$ cat config.mk
export PLATFORM = sky130hd
export DESIGN_NAME = intersection_scheduler
export DESIGN_NICKNAME = d
export VERILOG_FILES = /design/src/rtl/intersection_scheduler.sv
export SDC_FILE = /design/constraint.sdc
export NUM_CORES = 1
export LEC_CHECK = 0
export BUFFER_PORTS_ARGS = -buffer_cell sky130_fd_sc_hd__clkbuf_2
export CAP_MARGIN = 15
export CORE_MARGIN = 2
export CORE_UTILIZATION = 29
export DETAILED_ROUTE_END_ITERATION = 8
export HOLD_SLACK_MARGIN = 0.08
export PLACE_DENSITY = 0.44
export SLEW_MARGIN = 10
export SYNTH_ARGS = -nofsm -noshare
export SYNTH_HDL_FRONTEND = slang
export SYNTH_SLANG_ARGS = --single-unit
$ cat constraint.sdc
create_clock -name clk -period 2.4 [get_ports clk]
set_input_delay 0.12 -clock clk [delete_from_list [all_inputs] [get_ports clk]]
set_output_delay 0.12 -clock clk [all_outputs]
set_load 0.02 [all_outputs]
$ cat src/rtl/intersection_scheduler.sv
// Two-approach traffic signal controller with a latched pedestrian walk phase.
// Lamps, walk and phase are decoded only from registered state.
module intersection_scheduler #(
  parameter int unsigned GREEN_MIN = 20,
  parameter int unsigned GREEN_MAX = 60,
  parameter int unsigned YELLOW_T  = 10,
  parameter int unsigned ALLRED_T  = 4,
  parameter int unsigned WALK_T    = 30
) (
  input  logic       clk,
  input  logic       reset,
  input  logic       ns_req,
  input  logic       ew_req,
  input  logic       ped_req,
  output logic [2:0] ns_light,
  output logic [2:0] ew_light,
  output logic       walk,
  output logic       ped_pending,
  output logic [2:0] phase
);

  localparam logic [2:0] ALLRED    = 3'd0;
  localparam logic [2:0] NS_GREEN  = 3'd1;
  localparam logic [2:0] NS_YELLOW = 3'd2;
  localparam logic [2:0] EW_GREEN  = 3'd3;
  localparam logic [2:0] EW_YELLOW = 3'd4;
  localparam logic [2:0] PED_WALK  = 3'd5;

  localparam logic DIR_NS = 1'b0;
  localparam logic DIR_EW = 1'b1;

  localparam logic [2:0] LAMP_RED    = 3'b001;
  localparam logic [2:0] LAMP_YELLOW = 3'b010;
  localparam logic [2:0] LAMP_GREEN  = 3'b100;

  // Timer saturates at GREEN_MAX-1; widened only if a fixed phase is longer,
  // so an oversized yellow/all-red/walk can still time out.
  localparam int unsigned TMAX_A = (GREEN_MAX > WALK_T)   ? GREEN_MAX : WALK_T;
  localparam int unsigned TMAX_B = (YELLOW_T  > ALLRED_T) ? YELLOW_T  : ALLRED_T;
  localparam int unsigned TMAX   = (TMAX_A > TMAX_B) ? TMAX_A : TMAX_B;
  localparam int unsigned TW     = (TMAX > 2) ? $clog2(TMAX) : 1;

  localparam logic [TW-1:0] T_SAT    = TW'(TMAX - 1);
  localparam logic [TW-1:0] GMIN_END = TW'(GREEN_MIN - 1);
  localparam logic [TW-1:0] GMAX_END = TW'(GREEN_MAX - 1);
  localparam logic [TW-1:0] Y_END    = TW'(YELLOW_T - 1);
  localparam logic [TW-1:0] AR_END   = TW'(ALLRED_T - 1);
  localparam logic [TW-1:0] WALK_END = TW'(WALK_T - 1);

  logic [2:0]    state, state_nxt;
  logic [TW-1:0] timer;
  logic          next_dir, next_dir_nxt;
  logic          gap_ok, max_ok;

  assign gap_ok = (timer >= GMIN_END);
  assign max_ok = (timer >= GMAX_END);

  always_comb begin
    state_nxt    = state;
    next_dir_nxt = next_dir;
    case (state)
      ALLRED: begin
        if (timer == AR_END) begin
          if (ped_pending)             state_nxt = PED_WALK;
          else if (next_dir == DIR_EW) state_nxt = EW_GREEN;
          else                         state_nxt = NS_GREEN;
        end
      end
      NS_GREEN: begin
        if ((ew_req || ped_pending) && ((gap_ok && !ns_req) || max_ok))
          state_nxt = NS_YELLOW;
      end
      NS_YELLOW: begin
        if (timer == Y_END) begin
          state_nxt    = ALLRED;
          next_dir_nxt = DIR_EW;
        end
      end
      EW_GREEN: begin
        if ((ns_req || ped_pending) && ((gap_ok && !ew_req) || max_ok))
          state_nxt = EW_YELLOW;
      end
      EW_YELLOW: begin
        if (timer == Y_END) begin
          state_nxt    = ALLRED;
          next_dir_nxt = DIR_NS;
        end
      end
      PED_WALK: begin
        if (timer == WALK_END) state_nxt = ALLRED;
      end
      default: state_nxt = ALLRED;
    endcase
  end

  always_ff @(posedge clk) begin
    if (reset) begin
      state       <= ALLRED;
      timer       <= '0;
      next_dir    <= DIR_NS;
      ped_pending <= 1'b0;
    end else begin
      state    <= state_nxt;
      next_dir <= next_dir_nxt;
      if (state_nxt != state)  timer <= '0;
      else if (timer != T_SAT) timer <= timer + TW'(1);
      // Entering the walk clears the latch even if the button is held that cycle.
      if (state_nxt == PED_WALK && state != PED_WALK) ped_pending <= 1'b0;
      else if (ped_req && state != PED_WALK)          ped_pending <= 1'b1;
    end
  end

  always_comb begin
    ns_light = LAMP_RED;
    ew_light = LAMP_RED;
    walk     = 1'b0;
    case (state)
      NS_GREEN:  ns_light = LAMP_GREEN;
      NS_YELLOW: ns_light = LAMP_YELLOW;
      EW_GREEN:  ew_light = LAMP_GREEN;
      EW_YELLOW: ew_light = LAMP_YELLOW;
      PED_WALK:  walk     = 1'b1;
      default: ;
    endcase
  end

  assign phase = state;

endmodule

### After elaboration in Yosys (flattened, before gate mapping)

Index checks and enable logic that the tools add are counted.

* add/sub/neg operators: 1
* order comparisons: 2
* eq/ne operators: 14
* multiplexer cells: 14
* reduce and logical (&&, ||, !) cells: 18

Operator list (number)
* two-way mux 3 bit: 6
* case mux 3 bit (5 select lines): 1
* case mux 3 bit (2 select lines): 2
* equality test 3 bit, second input constant: 3
* adder 6 x 1 -> 6 bit, second input constant: 1
* equality test 3 x 2 -> 1 bit, second input constant: 2
* equality test 6 x 2 -> 1 bit, second input constant: 1
* equality test 6 x 4 -> 1 bit, second input constant: 1
* equality test 6 x 5 -> 1 bit, second input constant: 1
* greater-or-equal comparator 6 x 5 -> 1 bit, second input constant: 1
* greater-or-equal comparator 6 bit, second input constant: 1
* logical AND 1 bit: 6
* != test 6 bit, second input constant: 1
* OR reduction 2 bit: 3
* logical OR 1 bit: 4
* != test 2 bit, second input constant: 2
* equality test 3 x 1 -> 1 bit, second input constant: 1
* zero test 3 bit: 1
* two-way mux 1 bit: 3
* != test 3 bit: 1
* != test 3 bit, second input constant: 1
* AND reduction 3 bit: 1
* zero test 1 bit: 2
* two-way mux 2 bit: 1
* 2 further kinds: 2

* flip-flop bits (word level): 11
* bits of input ports: 5
* output and inout port bits: 11
* word-level logic and storage cells: 53

### Longest topological paths before layout

Gate-level depths: netlist of the first run.

* depth after elaboration: 9
* mapped depth: 7
* gate-level depth less buffers: 7

### Least setup slack after synthesis of the first run

OpenSTA, ideal clock, no wires.

* path type: reg-to-reg
* start point: register timer[0]
* end point: register timer[1]
* library setup time: 0.138 ns
* arrival: 1.813 ns
* data required time: 2.262 ns
* path slack: 0.449 ns
* cell stages (with the launch flop): 7
* buffers on the path: 0
* clock period less this slack: 1.951 ns
* cells stage by stage: dfxtp_1 ha_1 nor3_2 a2111oi_1 a2111oi_4 o32ai_4 nor4_2

* word-level cells in the longest chain between the ends: 8
* elaborated cells on any way between the ends: 21
* classes of those cells: 1 x add/sub; 2 x order compare; 5 x eq/ne; 6 x mux; 7 x reduce/logical

Ends and longest elaborated chain
* start, declared: line 51 `logic [TW-1:0] timer;`
* start signal, assigned: line 106 `else if (timer != T_SAT) timer <= timer + TW'(1);`
* greater-or-equal comparator 6 x 5 -> 1 bit: line 55 `assign gap_ok = (timer >= GMIN_END);`
* logical AND 1 bit (on tied branches): line 80, 70
* logical OR 1 bit (on tied branches): line 80, 70
* logical AND 1 bit (on tied branches): line 80, 70
* two-way mux 3 bit (on tied branches): line 80, 70
* case mux 3 bit (5 select lines): line 61 `case (state)`
* != test 3 bit: line 105 `if (state_nxt != state) timer <= '0;`
* OR reduction 2 bit (no source line)

Several ways; a longest one is shown, not always the timed one.
A chain may end at the register's enable or synchronous reset.

### Worst setup path after layout of the first run

* start point: register timer[0]
* end point: register timer[3]

The elaborated chain is that of the path after synthesis.

==> reports/qor.csv, run 1 <==
stage,metric,value,unit
detailed_routing,drt_iter0_drc,20,
cells_and_area,diodes,0,
logic_synthesis,yosysMostFrequentCell,dfxtp_1,
critical_path,critical_path_class,reg2reg,
power,combPwrFrac,24.4,%
grt,met1_usage,18.2,%
clock_network,clkTransAtPathRegs,0.07,ns
clock_network,cts_resized,0,
cells_and_area,fillers,327,
sta,finalSetupViolCount,0,
logic_synthesis,synth_edf_count,0,
grt,busiest_layer,met2,
logic_synthesis,yosys-top-cells-count,"dfxtp_1, nor2_1, a21oi_1",
cells_and_area,layout.nets,132,
cells_and_area,multiInputGateArea,592,um2
placement,numPlacedInstances,152,
floorplan,rows,20,
critical_path,cp_data_arrival_time,2.25,ns
power,irDropWorstVdd,0.217,mV
placement,port_buffers,15,
floorplan,die_y,59.5,um
critical_path,worst-endpoint-required,2.54,ns
power,fin_total_pwr,0.442,mW
detailed_routing,first_pass_iters,4,
sta,grt_setup_unrepaired,no,
sta,worst_pin_slew,0.596,ns
logic_synthesis,syn_nets,114,
sta,hold_slack,0.106,ns
power,netSwitchingFraction,31.9,%
power,pwr-share-seq,48.1,%
sta,relSlewSlack,60.2,%
logic_synthesis,yosysSeqAreaShare,24.6,%
logic_synthesis,synth.distinct_cells,39,
grt,use_met2,19.0,%
grt,use_met3,1.53,%
clock_network,cts_buffers,3,
sta,slew_viol_final,0,
clock_network,postCtsHoldBufs,0,
power,pwr_density_cell,433,nW/um2
logic_synthesis,yosys-top-cells-area,"dfxtp_1, a21oi_1, xnor2_1",
cells_and_area,final_cells,156,
floorplan,core_area,3000,um2
placement,gp_congestion,0.807,
grt,overflow,0,
power,switching_power,0.141,mW
floorplan,die_area,3540,um2
clock_network,clockRootBuffer,clkbuf_4,
detailed_routing,avgRoutedWirePerCell,13.1,um
status,outcome,finished clean,
logic_synthesis,ys_ff_latch,11,
job,maxCapViolCount,0,
clock_network,cts_tree,yes,
detailed_routing,wirelength,2.05,mm
power,p_clk_share,27.5,%
clock_network,htreeDepth,1,
clock_network,clkSinkCount,11,
sta,fin_ws,0.287,ns
floorplan,initial_core_util,29.8,%
grt,grtUsageTotal,12.8,%
grt,antenna_found_initial,0,
grt,grt_pass1_wl,3.45,mm
logic_synthesis,ys.flop_type,dfxtp_1,
logic_synthesis,ys.warnings.count,0,
logic_synthesis,netlist_area,893,um2
detailed_routing,viasPerCell,5.13,
sta,skew,0.00252,ns
grt,grt_max_degree,12,
power,p_leak,0.387,nW
floorplan,ios,16,
clock_network,clock_latency,0.26,ns
logic_synthesis,async_flop_share,0,%
placement,dp_hpwl,1.65,mm
grt,grt_pass1_vias,718,
critical_path,critPathMaxFanout,6,
logic_synthesis,synth_top_area_cell,dfxtp_1,
logic_synthesis,synth_area_per_cell,8.43,um2
detailed_routing,ant_nets,0,
placement,place_ws,0.275,ns
cells_and_area,register_area,220,um2
sta,fin_tns_setup,0,ns
power,internal-power,0.301,mW
cells_and_area,drive_above_1_share,30.9,%
cells_and_area,syn_to_final_growth,14.4,%
sta,period_needed,2.11,ns
sta,fin_crit_sh,88.0,%
critical_path,end_kind,register,
clock_network,clockBufferDepth,2,
logic_synthesis,synth_cells,106,
floorplan,die_x,59.5,um
min_path,hold_path_class,in2reg,
clock_network,postCtsSetupBuffers,0,
sta,max_freq,0.473,GHz
sta,hold_viol,0,
detailed_routing,vias,801,
critical_path,crit_path_start_kind,register,
logic_synthesis,yosysTopAreaCellShare,24.6,%
detailed_routing,route.detailed.drc,0,
## cell usage in the layout, fill, tap and decap left out, types with 2 or more instances in the layout
cell type / count
inv_1: 8
xnor2_1: 5
buf_4: 4
a211oi_1: 3
nand3_1: 3
inv_2: 2
o21ai_0: 3
nand2_1: 6
nand2b_1: 5
a21oi_1: 9
nor3_2: 4
clkbuf_2: 15
nor4_1: 2
nor2_1: 10
nor3b_2: 2
clkbuf_4: 3
a21boi_0: 2
nor4_2: 3
ha_1: 3
a31oi_1: 2
dfxtp_1: 11
## path summary, 6_finish.rpt
| kind | start | endpoint | slack (ns) | cells past startpoint |
|---|---|---|---|---|
| min | ped_req | ped_pending$_SDFFE_PP0P_ | 0.11 | 3 |
| max | timer[0]$_SDFFE_PP0N_ | timer[3]$_SDFFE_PP0N_ | 0.29 | 6 |
| min reg2reg | next_dir$_SDFFE_PP0P_ | next_dir$_SDFFE_PP0P_ | 0.52 | 2 |
| max reg2reg | timer[0]$_SDFFE_PP0N_ | timer[3]$_SDFFE_PP0N_ | 0.29 | 6 |
## layout make-up
class | count | area share, %
multi-input cells | 79 | 57.9
clock buffers | 4 | 2.57
flip-flops and latches | 11 | 21.5
well taps | 33 | 4.04
inverters | 10 | 3.67
repair buffers | 19 | 10.3
## registers in the layout, indices dropped and copies added (netlist names)
name,cells
timer,6
phase,3
next_dir,1
ped_pending,1
## layer usage
metal | vias to the layer above | routed length (um)
li1 | 417 | -
met1 | 366 | 1030
met2 | 16 | 943
met3 | 2 | 57
met4 | 0 | 18
met5 | - | 0
## critical path: stages, from the launching register on
cell and delay (ns):
dfxtp_1 0.43, ha_1 0.28, nor3_2 0.09, a2111oi_1 0.61, a2111oi_4 0.10, o32ai_4 0.41, nor3_2 0.08
## cells by family (layout without fill, tap and decap cells)
logic type	after synthesis	after routing	share of synthesized area, %
xor gates and xnor gates	5	5	4.90
AOI/OAI and AO/OA	29	29	26.3
DFF	11	11	24.6
adders and majority gates	3	3	4.20
and+or+nand+nor	42	42	30.8
buffers and inverters	16	33	9.10
## stage by stage
step,util (%),cell area (um2)
final,34.0,1020
after global routing,34.0,1020
after global placement,33.2,996
after detailed placement,33.2,996
after CTS,34.0,1020
after floorplan,-,893
## power groups by stage
stage	sequential [mW]	clock (mW)	combinational (mW)
2_1_floorplan	0.215	0	0.0818
3_3_place_gp	0.216	0	0.110
3_5_place_dp	0.216	0	0.108
4_1_cts	0.212	0.127	0.108
5_1_grt	0.216	0.136	0.120
6_report	0.213	0.122	0.108
Note: power is estimated with default switching activity, not from simulation.
==> run 2, diff against run 1 <==
- clock period: 2.4 -> 2.66 ns (I/O delays scaled with it)
==> reports/qor.csv, run 2 (synthesized netlist as in run 1, its figures left out) <==
stage,metric,value,unit
status,outcome,finished clean,
clock_network,clockBufferDepth,2,
cells_and_area,final_util,33.5,%
floorplan,die_area,3540,um2
grt,grt_pass1_vias,733,
cells_and_area,top_register,timer,
grt,overflow,0,
power,fin_total_pwr,0.399,mW
power,pwr_density_cell,396,nW/um2
floorplan,ios,16,
grt,grt_max_degree,12,
detailed_routing,ant_nets,0,
detailed_routing,viasPerCell,5.27,
sta,skew,0.00244,ns
grt,grt_pass1_wl,3.55,mm
min_path,hold_path_class,in2reg,
cells_and_area,layout_common_cells,"clkbuf_2, dfxtp_1, nor2_1",
cells_and_area,largest_reg_flops,6,
placement,dp_hpwl,1.65,mm
critical_path,cp_data_arrival_time,2.27,ns
floorplan,rows,20,
sta,fin_crit_sh,80.0,%
clock_network,clkSinkCount,11,
sta,grt_setup_unrepaired,no,
clock_network,cts_tree,yes,
cells_and_area,diodes,0,
detailed_routing,drt_iter0_drc,23,
sta,slew_viol_final,0,
clock_network,postCtsSetupBuffers,0,
clock_network,clockRootBuffer,clkbuf_4,
critical_path,crit_path_start_kind,register,
power,p_leak,0.376,nW
cells_and_area,fillers,319,
cells_and_area,syn_to_final_growth,12.7,%
detailed_routing,wirelength,2.08,mm
sta,worst_pin_slew,0.591,ns
clock_network,clkTransAtPathRegs,0.07,ns
sta,hold_viol,0,
detailed_routing,avgRoutedWirePerCell,13.5,um
clock_network,cts_resized,0,
detailed_routing,vias,811,
cells_and_area,drive_above_1_share,29.8,%
floorplan,die_x,59.5,um
placement,port_buffers,15,
sta,fin_tns_setup,0,ns
critical_path,critPathMaxFanout,6,
cells_and_area,final_common_cell,clkbuf_2,
power,irDropWorstVdd,0.251,mV
floorplan,initial_core_util,29.8,%
grt,antenna_found_initial,0,
placement,place_ws,0.538,ns
clock_network,cts_buffers,3,
critical_path,worst-endpoint-required,2.80,ns
sta,relSlewSlack,59.6,%
sta,finalSetupViolCount,0,
floorplan,core_area,3000,um2
clock_network,postCtsHoldBufs,0,
clock_network,clock_latency,0.26,ns
sta,fin_ws,0.531,ns
sta,max_freq,0.470,GHz
cells_and_area,layout.nets,130,
sta,period_needed,2.13,ns
clock_network,htreeDepth,1,
critical_path,end_kind,register,
floorplan,die_y,59.5,um
job,maxCapViolCount,0,
detailed_routing,first_pass_iters,4,
detailed_routing,route.detailed.drc,0,
grt,grtUsageTotal,13.0,%
placement,gp_congestion,0.790,
critical_path,critical_path_class,reg2reg,
-- run 2: cell types whose count changed in the layout (fill, tap and decap cells not counted), sizes merged --
cell,previous run,this run
buf,4,2
-- run 2: area by class of cell --
class	instances	area, um2	area share [%]
Multi-Input combinational cell	79	592	58.8
Inverter	10	37.5	3.73
Tap cell	33	41.3	4.10
Clock buffer	4	26.3	2.61
Timing Repair Buffer	17	90.1	8.94
Sequential cell	11	220	21.9
-- run 2: worst paths after layout --
check / end / depth (start not counted) / slack, ns / from
max: timer[5]$_SDFFE_PP0N_ / 6 / 0.53 / timer[0]$_SDFFE_PP0N_
min: ped_pending$_SDFFE_PP0P_ / 3 / 0.12 / ped_req
max reg2reg: timer[5]$_SDFFE_PP0N_ / 6 / 0.53 / timer[0]$_SDFFE_PP0N_
min reg2reg: next_dir$_SDFFE_PP0P_ / 2 / 0.54 / next_dir$_SDFFE_PP0P_
-- run 2: power breakdown --
part | switching (mW) | leakage, nW | internal (mW)
Sequential | 0.0180 | 0.0896 | 0.175
Combinational | 0.0566 | 0.272 | 0.0372
Clock | 0.0540 | 0.0150 | 0.0580
Total | 0.129 | 0.376 | 0.270
-- run 2: critical path: stages (launching register included) --
cell and delay, ns:
dfxtp_1 0.42, ha_1 0.27, nor3_2 0.09, a2111oi_1 0.63
a2111oi_4 0.10, o32ai_4 0.42, nor4_2 0.08
-- run 2: per-stage QoR --
| stage | instances | hold WS [ns] | cell area, um2 |
|---|---|---|---|
| floorplan | 106 | 0.204 | 893 |
| global placement | 150 | 0.389 | 981 |
| detailed placement | 150 | 0.389 | 981 |
| CTS | 154 | 0.113 | 1010 |
| global route | 154 | 0.128 | 1010 |
| finish | 154 | 0.117 | 1010 |
-- run 2: metal layers --
metal / global-route usage, % / share of wire [%]
met2: 19.6 / 47
met5: 0 / 0
met3: 1.31 / 3.1
met4: 5.08 / 1.3
met1: 18.8 / 49
==> run 3, diff against run 2 <==
- ABC_AREA: not set -> 1
- PLACE_DENSITY: 0.44 -> 0.46
- clock period: 2.66 -> 1.84 ns (I/O delays scaled with it)
==> reports/qor.csv, run 3 <==
stage,metric,value,unit
status,outcome,finished clean,
power,p_leak,0.513,nW
critical_path,crit_path_start_kind,register,
clock_network,cts_tree,yes,
sta,worst_pin_slew,0.329,ns
power,fin_total_pwr,1.07,mW
sta,finalSetupViolCount,0,
cells_and_area,final_cells,184,
placement,dp_hpwl,1.57,mm
cells_and_area,drive_above_1_share,40.5,%
critical_path,critPathTopFamily,simple AND/OR/NAND/NOR gates,
cells_and_area,diodes,0,
clock_network,clkTransAtPathRegs,0.08,ns
sta,relSlewSlack,78.0,%
min_path,whs_path_depth,5,
floorplan,core_area,2760,um2
clock_network,cts_buffers,3,
floorplan,initial_core_util,30.5,%
critical_path,path_depth,14,
clock_network,clockRootBuffer,clkbuf_4,
grt,grt_max_degree,8,
logic_synthesis,synth_area_per_cell,6.52,um2
power,irDropWorstVdd,0.560,mV
power,pwr_density_cell,972,nW/um2
critical_path,end_kind,register,
cells_and_area,top_register,timer,
detailed_routing,drt_iter0_drc,24,
sta,period_needed,1.72,ns
logic_synthesis,syn_nets,137,
clock_network,htreeDepth,1,
detailed_routing,vias,854,
placement,numPlacedInstances,177,
detailed_routing,first_pass_iters,4,
critical_path,crit_slowest_cell,dfxtp_4,
detailed_routing,route.detailed.drc,0,
detailed_routing,viasPerCell,4.64,
clock_network,clock_latency,0.27,ns
detailed_routing,avgRoutedWirePerCell,10.9,um
logic_synthesis,yosys-top-cells-count,"nand2_1, inv_1, nor2_2",
floorplan,rows,19,
cells_and_area,register_area,228,um2
logic_synthesis,synth_cells,129,
sta,grt_setup_unrepaired,yes,
sta,slew_viol_final,0,
critical_path,ff2ff_path_depth,14,
clock_network,clkSinkCount,11,
sta,max_freq,0.580,GHz
critical_path,critical_path_class,reg2reg,
job,maxCapViolCount,0,
cells_and_area,largest_reg_flops,6,
cells_and_area,final_common_cell,nand2_1,
clock_network,clockBufferDepth,2,
logic_synthesis,yosys-top-cells-area,"dfxtp_1, nand2_1, nor2_2",
detailed_routing,wirelength,2.01,mm
placement,placedInstanceArea,970,um2
logic_synthesis,synth_top_area_cell,dfxtp_1,
grt,grt_pass1_wl,3.29,mm
placement,place_ws,0.0583,ns
cells_and_area,fillers,294,
floorplan,die_x,57.8,um
min_path,hold_path_class,in2reg,
sta,hold_viol,0,
grt,grt_pass1_vias,754,
critical_path,cp_slowest_stage_delay,0.39,ns
floorplan,die_area,3350,um2
floorplan,ios,16,
critical_path,critPathMaxFanout,6,
critical_path,crit_chain,"ha_4, nor2_4, nand2_1, nand2_1, nand2_1, nand2_1, nand2_1, nand2_1, nand2_2, nand4_1, nand2_2, nor2_4, nand2_4, nor2_2",
detailed_routing,ant_nets,0,
placement,gp_congestion,0.822,
grt,overflow,0,
logic_synthesis,netlist_area,841,um2
critical_path,cp_num_buf_inv,0,
logic_synthesis,ys.flop_type,dfxtp_1,
logic_synthesis,async_flop_share,0,%
logic_synthesis,yosysMostFrequentCell,nand2_1,
cells_and_area,layout.nets,162,
logic_synthesis,ys_ff_latch,11,
cells_and_area,syn_to_final_growth,31.5,%
logic_synthesis,yosysSeqAreaShare,26.2,%
cells_and_area,final_util,40.1,%
grt,grtUsageTotal,12.3,%
logic_synthesis,synth.distinct_cells,26,
critical_path,worst-endpoint-required,2.04,ns
cells_and_area,multiInputGateArea,612,um2
sta,fin_ws,0.115,ns
cells_and_area,layout_common_cells,"nand2_1, inv_1, clkbuf_2",
logic_synthesis,synth_edf_count,0,
floorplan,die_y,57.8,um
critical_path,crit_top_cell,nand2_1,
cells_and_area,design_area,1110,um2
critical_path,cp_data_arrival_time,1.93,ns
logic_synthesis,ys.warnings.count,0,
logic_synthesis,yosysTopAreaCellShare,26.2,%
placement,port_buffers,15,
sta,fin_crit_sh,93.7,%
grt,antenna_found_initial,0,
sta,skew,0.00479,ns
[run 3: cell types whose count changed after synthesis, sizes merged, moves of 6 or more]
cell,delta
inv,+9
a21oi,-6
nand3,+6
nand2,+29
nor2,+17
[run 3: layer usage]
layer | up-vias | share of wire, % | track usage [%]
met3 | 2 | 4.3 | 3.57
met4 | 0 | 0.55 | 3.32
li1 | 453 | - | -
met1 | 386 | 49 | 18.0
met5 | - | 0 | 0
met2 | 13 | 46 | 17.7
[run 3: final cells by class]
| cell class | instances | share of cell area (%) |
|---|---|---|
| multi-input cells | 97 | 55.3 |
| flip-flops and latches | 11 | 20.6 |
| repair buffers | 21 | 11.3 |
| inverters | 20 | 6.79 |
| well taps | 31 | 3.51 |
| clock buffers | 3 | 2.04 |
| clock inverters | 1 | 0.452 |
[run 3: power breakdown]
group / switching, mW / internal [mW]
clock network: 0.0904 / 0.0803
registers: 0.0835 / 0.289
logic: 0.328 / 0.203
[run 3: path summary, 6_finish.rpt]
kind,slack (ns),end,start
setup / recovery,0.12,timer[1]$_SDFFE_PP0N_,timer[0]$_SDFFE_PP0N_
hold / removal,0.25,phase[2]$_SDFF_PP0_,ns_req
setup reg to reg,0.12,timer[1]$_SDFFE_PP0N_,timer[0]$_SDFFE_PP0N_
hold reg to reg,0.53,ped_pending$_SDFFE_PP0P_,ped_pending$_SDFFE_PP0P_
[run 3: cells by family (layout without fill, tap and decap cells)]
logic type      Yosys count  count (layout)  share of synthesized area, %
compound gates           10              10                          6.40
xor+xnor                  4               4                          4.17
fa+ha+maj                 3               3                          4.46
buf+inv                  21              45                          9.82
flops                    11              11                          26.2
simple gates             80              80                          49.0
[run 3: what timing repair did]
action	4_1_cts	5_1_grt
hold buffers	2	0
gates resized for setup	0	20
setup endpoints to repair	0	7
buffers inserted	0	1
hold endpoints to repair	3	0
[run 3: tightest hold or removal path, stage by stage]
cell and delay [ns]:
clkbuf_2 0.08, inv_1 0.06, nand2_1 0.08, nand3_2 0.09, a21oi_1 0.07
[run 3: metrics by stage]
step	hold slack, ns	setup TNS (ns)
4_1_cts	0.268	0
6_report	0.253	0
3_5_place_dp	0.301	0
2_1_floorplan	0.161	0
5_1_grt	0.270	-0.0703
3_3_place_gp	0.309	0
